--- config.mk ---
export PLATFORM = sky130hd
export DESIGN_NAME = uci_host_driver
export DESIGN_NICKNAME = d
export VERILOG_FILES = /design/src/rtl/uci_host_driver.sv
export SDC_FILE = /design/constraint.sdc
export NUM_CORES = 1
export LEC_CHECK = 0
export BUFFER_PORTS_ARGS = -buffer_cell sky130_fd_sc_hd__buf_2
export CELL_PAD_IN_SITES_DETAIL_PLACEMENT = 0
export CELL_PAD_IN_SITES_GLOBAL_PLACEMENT = 2
export CORE_MARGIN = 4
export CORE_UTILIZATION = 45
export DETAILED_ROUTE_END_ITERATION = 8
export GPL_TIMING_DRIVEN = 0
export PLACE_DENSITY_LB_ADDON = 0.15
export SETUP_SLACK_MARGIN = 0.3
export SYNTH_ARGS = -nofsm -noshare
export SYNTH_HDL_FRONTEND = slang
export SYNTH_SLANG_ARGS = --single-unit
--- constraint.sdc ---
create_clock -name clk_in -period 16.45 [get_ports clk_in]
set_clock_uncertainty 0.15 [all_clocks]
set_input_delay 1.645 -clock clk_in [delete_from_list [all_inputs] [get_ports clk_in]]
set_output_delay 1.645 -clock clk_in [all_outputs]
set_load 0.05 [all_outputs]
--- src/rtl/uci_host_driver.sv ---
// Host-side UCI driver: keeps the move history, streams "position startpos [moves ...]\ngo\n"
// to the engine and decodes its "bestmove" reply. Move word = {src_col, src_row, dst_col, dst_row, special[3:0]}.
//
// state        | meaning
// S_IDLE       | accepting moves, clear and go requests
// S_SEND_POS   | emitting "position startpos"
// S_SEND_HDR   | emitting " moves"
// S_SEND_MOVE  | emitting " <from><to>[promo]" for each stored ply, oldest first
// S_SEND_NL    | emitting the line feed that ends the position command
// S_SEND_GO    | emitting "go\n"
// S_WAIT_REPLY | waiting for a bestmove line from the engine
module uci_host_driver #(
    parameter int MAX_MOVES = 64
) (
    input  logic                           clk_in,
    input  logic                           rst_in,
    input  logic [15:0]                    move_in,
    input  logic                           move_in_valid,
    output logic                           move_in_ready,
    input  logic                           clear_in,
    input  logic                           go_in_valid,
    output logic                           go_in_ready,
    output logic [7:0]                     char_out,
    output logic                           char_out_valid,
    input  logic                           char_out_ready,
    input  logic [7:0]                     char_in,
    input  logic                           char_in_valid,
    output logic                           char_in_ready,
    output logic [15:0]                    best_move_out,
    output logic                           best_move_out_valid,
    output logic [$clog2(MAX_MOVES+1)-1:0] history_count,
    output logic                           overflow,
    output logic                           busy
);

    localparam int CNT_W = $clog2(MAX_MOVES + 1);
    localparam int IDX_W = (MAX_MOVES > 1) ? $clog2(MAX_MOVES) : 1;

    localparam logic [3:0] SP_NONE    = 4'd0;
    localparam logic [3:0] SP_KNIGHT  = 4'd1;
    localparam logic [3:0] SP_BISHOP  = 4'd2;
    localparam logic [3:0] SP_ROOK    = 4'd3;
    localparam logic [3:0] SP_QUEEN   = 4'd4;
    localparam logic [3:0] SP_UNKNOWN = 4'hF;

    localparam logic [7:0] LF = 8'h0A;

    // Fixed text: [0..16] "position startpos", [17..22] " moves", [23..25] "go\n"
    localparam int            TXT_LEN = 26;
    localparam logic [207:0]  TXT     = "position startpos movesgo\n";
    localparam logic [71:0]   PFX     = "bestmove ";

    typedef enum logic [2:0] {
        S_IDLE, S_SEND_POS, S_SEND_HDR, S_SEND_MOVE, S_SEND_NL, S_SEND_GO, S_WAIT_REPLY
    } state_t;

    typedef enum logic [1:0] {P_MATCH, P_CAPTURE, P_SKIP} p_mode_t;

    state_t             state, state_nx;
    logic [4:0]         chr_idx, chr_idx_nx;
    logic [IDX_W-1:0]   ply_idx, ply_nx;

    logic [15:0]        hist [MAX_MOVES];
    logic               hist_we;
    logic [15:0]        hist_wd;

    p_mode_t            p_mode;
    logic [3:0]         pfx_idx;
    logic [7:0]         cap_buf [5];
    logic [2:0]         cap_len;
    logic               cap_long;

    logic               tx_free, load, has_room, reply_take, parse_done, mv_promo, dec_shape_ok;
    logic [7:0]         load_byte, txt_byte, mv_byte, promo_chr, pfx_byte;
    logic [15:0]        cur_mv, dec_move;
    logic [3:0]         dec_special;

    function automatic logic is_file(input logic [7:0] c);
        return (c >= 8'h61) && (c <= 8'h68);
    endfunction

    function automatic logic is_rank(input logic [7:0] c);
        return (c >= 8'h31) && (c <= 8'h38);
    endfunction

    // 'a' and '1' both have 3'b001 in their low bits, so (c - base) mod 8 is c[2:0] - 1
    function automatic logic [2:0] coord(input logic [2:0] c);
        return c - 3'd1;
    endfunction

    assign busy          = (state != S_IDLE);
    assign go_in_ready   = (state == S_IDLE);
    assign has_room      = (history_count < CNT_W'(MAX_MOVES));
    assign move_in_ready = (state == S_IDLE) && has_room;
    assign char_in_ready = 1'b1;
    assign tx_free       = !char_out_valid || char_out_ready;
    assign txt_byte      = 8'(TXT >> (8 * (TXT_LEN - 1 - int'(chr_idx))));
    assign pfx_byte      = 8'(PFX >> (8 * (8 - int'(pfx_idx))));
    assign parse_done    = char_in_valid && (p_mode == P_CAPTURE) &&
                           ((char_in == 8'h20) || (char_in == LF));
    assign reply_take    = parse_done && (state == S_WAIT_REPLY);

    always_comb begin
        cur_mv    = hist[ply_idx];
        mv_promo  = 1'b1;
        promo_chr = 8'h71;
        case (cur_mv[3:0])
            SP_KNIGHT: promo_chr = 8'h6E;
            SP_BISHOP: promo_chr = 8'h62;
            SP_ROOK:   promo_chr = 8'h72;
            SP_QUEEN:  promo_chr = 8'h71;
            default:   mv_promo  = 1'b0;
        endcase
        case (chr_idx)
            5'd0:    mv_byte = 8'h20;
            5'd1:    mv_byte = 8'h61 + {5'd0, cur_mv[15:13]};
            5'd2:    mv_byte = 8'h31 + {5'd0, cur_mv[12:10]};
            5'd3:    mv_byte = 8'h61 + {5'd0, cur_mv[9:7]};
            5'd4:    mv_byte = 8'h31 + {5'd0, cur_mv[6:4]};
            default: mv_byte = promo_chr;
        endcase
    end

    always_comb begin
        dec_shape_ok = is_file(cap_buf[0]) && is_rank(cap_buf[1]) &&
                       is_file(cap_buf[2]) && is_rank(cap_buf[3]);
        dec_special  = SP_UNKNOWN;
        if (!cap_long && dec_shape_ok) begin
            if (cap_len == 3'd4) begin
                dec_special = SP_NONE;
            end else if (cap_len == 3'd5) begin
                case (cap_buf[4])
                    8'h6E:   dec_special = SP_KNIGHT;
                    8'h62:   dec_special = SP_BISHOP;
                    8'h72:   dec_special = SP_ROOK;
                    8'h71:   dec_special = SP_QUEEN;
                    default: dec_special = SP_UNKNOWN;
                endcase
            end
        end
        dec_move = {coord(cap_buf[0][2:0]), coord(cap_buf[1][2:0]),
                    coord(cap_buf[2][2:0]), coord(cap_buf[3][2:0]), dec_special};
    end

    always_comb begin
        state_nx   = state;
        chr_idx_nx = chr_idx;
        ply_nx     = ply_idx;
        load       = 1'b0;
        load_byte  = txt_byte;
        case (state)
            S_IDLE: begin
                if (!clear_in && go_in_valid) begin
                    state_nx = S_SEND_POS;
                    // a stalled trailing byte must drain before 'p' can be loaded
                    if (tx_free) begin
                        load       = 1'b1;
                        chr_idx_nx = 5'd1;
                    end
                end
            end
            S_SEND_POS: begin
                if (tx_free) begin
                    load = 1'b1;
                    if (chr_idx == 5'd16) begin
                        state_nx   = (history_count == '0) ? S_SEND_NL : S_SEND_HDR;
                        chr_idx_nx = (history_count == '0) ? 5'd23 : 5'd17;
                    end else begin
                        chr_idx_nx = chr_idx + 5'd1;
                    end
                end
            end
            S_SEND_HDR: begin
                if (tx_free) begin
                    load = 1'b1;
                    if (chr_idx == 5'd22) begin
                        state_nx   = S_SEND_MOVE;
                        chr_idx_nx = 5'd0;
                        ply_nx     = '0;
                    end else begin
                        chr_idx_nx = chr_idx + 5'd1;
                    end
                end
            end
            S_SEND_MOVE: begin
                load_byte = mv_byte;
                if (tx_free) begin
                    load = 1'b1;
                    if ((chr_idx == 5'd5) || ((chr_idx == 5'd4) && !mv_promo)) begin
                        chr_idx_nx = 5'd0;
                        if (CNT_W'(ply_idx) + CNT_W'(1) == history_count) begin
                            state_nx   = S_SEND_NL;
                            chr_idx_nx = 5'd23;
                        end else begin
                            ply_nx = ply_idx + IDX_W'(1);
                        end
                    end else begin
                        chr_idx_nx = chr_idx + 5'd1;
                    end
                end
            end
            S_SEND_NL: begin
                load_byte = LF;
                if (tx_free) begin
                    load       = 1'b1;
                    state_nx   = S_SEND_GO;
                    chr_idx_nx = 5'd23;
                end
            end
            S_SEND_GO: begin
                if (tx_free) begin
                    load = 1'b1;
                    if (chr_idx == 5'd25) begin
                        state_nx   = S_WAIT_REPLY;
                        chr_idx_nx = 5'd0;
                    end else begin
                        chr_idx_nx = chr_idx + 5'd1;
                    end
                end
            end
            S_WAIT_REPLY: begin
                if (parse_done) state_nx = S_IDLE;
            end
            default: state_nx = S_IDLE;
        endcase
    end

    always_ff @(posedge clk_in or negedge rst_in) begin
        if (!rst_in) begin
            state   <= S_IDLE;
            chr_idx <= '0;
            ply_idx <= '0;
        end else begin
            state   <= state_nx;
            chr_idx <= chr_idx_nx;
            ply_idx <= ply_nx;
        end
    end

    always_ff @(posedge clk_in or negedge rst_in) begin
        if (!rst_in) begin
            char_out       <= '0;
            char_out_valid <= 1'b0;
        end else if (load) begin
            char_out       <= load_byte;
            char_out_valid <= 1'b1;
        end else if (char_out_ready) begin
            char_out_valid <= 1'b0;
        end
    end

    always_comb begin
        hist_we = 1'b0;
        hist_wd = move_in;
        if ((state == S_IDLE) && !clear_in && !go_in_valid && move_in_valid && has_room) begin
            hist_we = 1'b1;
        end else if (reply_take && (dec_special != SP_UNKNOWN) && has_room) begin
            hist_we = 1'b1;
            hist_wd = dec_move;
        end
    end

    always_ff @(posedge clk_in) begin
        if (hist_we) hist[history_count[IDX_W-1:0]] <= hist_wd;
    end

    always_ff @(posedge clk_in or negedge rst_in) begin
        if (!rst_in) begin
            history_count       <= '0;
            overflow            <= 1'b0;
            best_move_out       <= '0;
            best_move_out_valid <= 1'b0;
        end else begin
            best_move_out_valid <= reply_take;
            if (reply_take) best_move_out <= dec_move;
            if ((state == S_IDLE) && clear_in) begin
                history_count <= '0;
            end else if (hist_we) begin
                history_count <= history_count + CNT_W'(1);
            end
            if (reply_take && (dec_special != SP_UNKNOWN) && !has_room) overflow <= 1'b1;
        end
    end

    // Line parser runs in every state; only WAIT_REPLY consumes its result
    always_ff @(posedge clk_in or negedge rst_in) begin
        if (!rst_in) begin
            p_mode   <= P_MATCH;
            pfx_idx  <= '0;
            cap_len  <= '0;
            cap_long <= 1'b0;
            for (int i = 0; i < 5; i++) cap_buf[i] <= '0;
        end else if (char_in_valid) begin
            case (p_mode)
                P_MATCH: begin
                    if (char_in == LF) begin
                        pfx_idx <= '0;
                    end else if (char_in == pfx_byte) begin
                        if (pfx_idx == 4'd8) begin
                            p_mode   <= P_CAPTURE;
                            pfx_idx  <= '0;
                            cap_len  <= '0;
                            cap_long <= 1'b0;
                        end else begin
                            pfx_idx <= pfx_idx + 4'd1;
                        end
                    end else begin
                        p_mode <= P_SKIP;
                    end
                end
                P_CAPTURE: begin
                    if (parse_done) begin
                        p_mode  <= (char_in == LF) ? P_MATCH : P_SKIP;
                        pfx_idx <= '0;
                    end else if (cap_len == 3'd5) begin
                        cap_long <= 1'b1;
                    end else begin
                        cap_buf[cap_len] <= char_in;
                        cap_len          <= cap_len + 3'd1;
                    end
                end
                P_SKIP: begin
                    if (char_in == LF) begin
                        p_mode  <= P_MATCH;
                        pfx_idx <= '0;
                    end
                end
                default: p_mode <= P_MATCH;
            endcase
        end
    end

endmodule

==> flow_metrics.py <==
metrics = {
    "placement": {
        "hpwl_um": 97200,
        "portBuffers": 63,
        "pre_cts_slack_ns": 9.44,
        "gp_congestion": 0.862,
        "place_inst": 4095,
    },
    "global_routing": {
        "grt_max_degree": 65,
        "track_usage_pct": 27.6,
        "grt_pass1_wl_um": 207000,
        "globalRouteOverflowTotal": 0,
        "grt_pass1_vias": 26500,
        "antenna_found_initial": 2,
    },
    "detailed_routing": {
        "wl_um": 150000,
        "drc_errors": 0,
        "viasPerCell": 6.30,
        "firstDrtPassIters": 6,
        "ant_nets": 0,
        "wl_per_cell_um": 34.7,
        "drt_iter0_markers": 3468,
        "num_vias": 27200,
    },
    "finish": {
        "mostFrequentLayoutCell": "edfxtp_1",
        "stdcell_count": 4312,
        "final_cell_mix": "1024 x edfxtp_1, 192 x mux4_2, 133 x mux2i_1, 123 x nand2_1, 118 x clkbuf_16",
        "area_growth_pct": 14.9,
        "drive_gt1_share_pct": 22.6,
        "fill_cells": 8334,
        "fin_util_pct": 52.3,
        "finalNetCount": 2906,
    },
    "cts": {
        "cts_htree_levels": 3,
        "post_cts_buffers": 0,
        "cts_tree": "done",
        "cts_resized": 0,
        "cts_buffer_depth": 3,
        "cts-buffers-inserted": 116,
        "clk_latency_ns": 0.69,
        "cts-root-buf": "clkbuf_16",
        "clk_pin_slew_ns": 0.06,
        "cts_sinks": 1121,
        "hold_buffers": 0,
    },
    "timing": {
        "slew_headroom_pct": 3.52,
        "fmax_mhz": 155,
        "rsz0062_at_grt": "false",
        "period_minus_slack_ns": 6.46,
        "worst_slack_ns": 9.99,
        "report.final.setup_viol": 0,
        "timing.setup.tns_ns": 0,
        "period_share_pct": 39.3,
        "tightest_slew_ns": 1.45,
        "final-max-slew-violation-count": 0,
        "finalHoldViolations": 0,
    },
    "floorplanning": {
        "die_w_um": 329,
        "die_area_mm2": 0.108,
        "start_util_pct": 45.5,
        "rows": 117,
        "die_y_um": 329,
        "coreArea_mm2": 0.102,
        "io_pins": 69,
    },
    "yosys": {
        "postSynth.asyncResetShare_pct": 8.65,
        "synth_cells": 2624,
        "synthSimpleGateAreaFrac_pct": 4.84,
        "ys_warn_count": 0,
        "synth_top_family_by_area": "multiplexers",
        "ys.flop_type": "edfxtp_1",
        "synth-edff-count": 1024,
        "synthAdderAreaFrac_pct": 0.808,
        "synth_area_mm2": 0.0465,
        "post-synth-top-area-cell": "edfxtp_1",
        "ys_types": 89,
        "synthMuxAreaShare_pct": 14.5,
        "synth_compound_area_share_pct": 5.70,
        "synth_area_leaders": "edfxtp_1 66%, mux4_2 9.3%, dfrtp_1 5.2%",
        "yosysTopAreaCellShare_pct": 66.2,
        "synth_xor_area_share_pct": 0.603,
        "ys_ff_latch": 1121,
        "seq_area_frac_synth_pct": 71.4,
        "synth.avg_cell_area_um2": 17.7,
        "syn_nets": 2685,
    },
    "worst_setup_path": {
        "worstPathArrival_ns": 6.90,
        "path_class": "register to register",
        "cp-start-kind": "register",
        "critPathMaxFanout": 10,
        "endpoint_kind": "register",
        "required_ns": 16.89,
    },
    "worst_hold_path": {
        "hold_class": "register to register",
    },
    "flow_run": {
        "drv_cap": 0,
    },
    "power_and_ir_drop": {
        "power_density_mw_per_mm2": 148,
        "p_total_mw": 7.91,
        "ir_worst_vdd_uv": 96.6,
        "cellLeakagePower_nw": 18.0,
    },
    "outcome": {
        "outcome": "finished, final reports clean",
    },
}
## worst paths after layout
path	startpoint	end	slack (ns)	cells past startpoint
max	ply_idx[3]	char_out[1]	9.99	15
min	overflow	overflow	0.31	1
max reg2reg	ply_idx[3]	char_out[1]	9.99	15
min reg2reg	overflow	overflow	0.31	1
max in group asynchronous	rst_in	best_move_out[5]	14.54	2
min in group asynchronous	rst_in	char_out[0]	0.85	1
## per-stage QoR
stage / cell area, µm² / hold slack, ns
4_1_cts: 53400 / 0.317
2_1_floorplan: 46500 / 0.300
6_report: 53400 / 0.314
5_1_grt: 53400 / 0.321
3_3_place_gp: 48500 / 0.301
3_5_place_dp: 49800 / 0.304
## routing by layer
layer  vias up  global-route usage (%)  share of wire [%]
li1      11100                       -                  -
met5         -                       0                  0
met2      1343                    43.9                 47
met3       253                    4.72                8.2
met4         0                    7.74                3.0
met1     14500                    39.6                 42
## state kept, by name, indices dropped and copies added, names as in the netlist, 2 cells and up
signal	count
state	3
cap_len	3
history_count	7
p_mode	2
ply_idx	6
best_move_out	16
char_out	7
cap_buf	40
hist	1024
pfx_idx	4
chr_idx	5
## synth_stat cells, types with 35 or more instances
| cell | count |
|---|---|
| nor2_1 | 148 |
| nand2_1 | 123 |
| o21ai_0 | 70 |
| mux2_2 | 48 |
| inv_1 | 38 |
| mux2i_1 | 134 |
| nand3_1 | 41 |
| dfrtp_1 | 97 |
| mux4_2 | 192 |
| clkbuf_1 | 73 |
| o221ai_1 | 35 |
| edfxtp_1 | 1024 |
| a21oi_1 | 76 |
## cell families after synthesis
family,after synthesis
AOI/OAI and AO/OA,385
xor gates and xnor gates,32
adders and majority gates,30
buffers and inverters,191
DFF,1121
muxes,394
other,2
and+or+nand+nor,469
## critical path: stages (launching register included)
cell and delay (ns):
dfrtp_1 0.33, clkbuf_1 0.73, clkbuf_1 0.73, buf_2 0.56, buf_2 0.59, clkbuf_1 0.79
o221ai_1 0.45, a21oi_1 0.24, nor3_1 0.09, nor2_1 0.28, o21ai_0 0.12, a2111o_1 0.49
ha_1 0.32, a21oi_1 0.11, o21ai_0 0.16, o221a_2 0.16
## where the power goes
part	internal [mW]	leakage, nW	switching, mW
Sequential	3.14	10.5	0.0293
Combinational	0.830	5.77	1.39
Clock	1.42	1.77	1.10
## area by class of cell
class | instances | area, µm² | share of cell area [%]
Clock inverter | 74 | 576 | 1.08
Inverter | 43 | 161 | 0.302
Clock buffer | 142 | 3040 | 5.70
Timing Repair Buffer | 103 | 1120 | 2.09
Antenna cell | 1 | 2.50 | 0.00469
Tap cell | 1368 | 1710 | 3.21
Sequential cell | 1121 | 33200 | 62.1
Multi-Input combinational cell | 1312 | 12800 | 23.9
Buffer | 148 | 836 | 1.57
(Power assumes the default switching activity.)
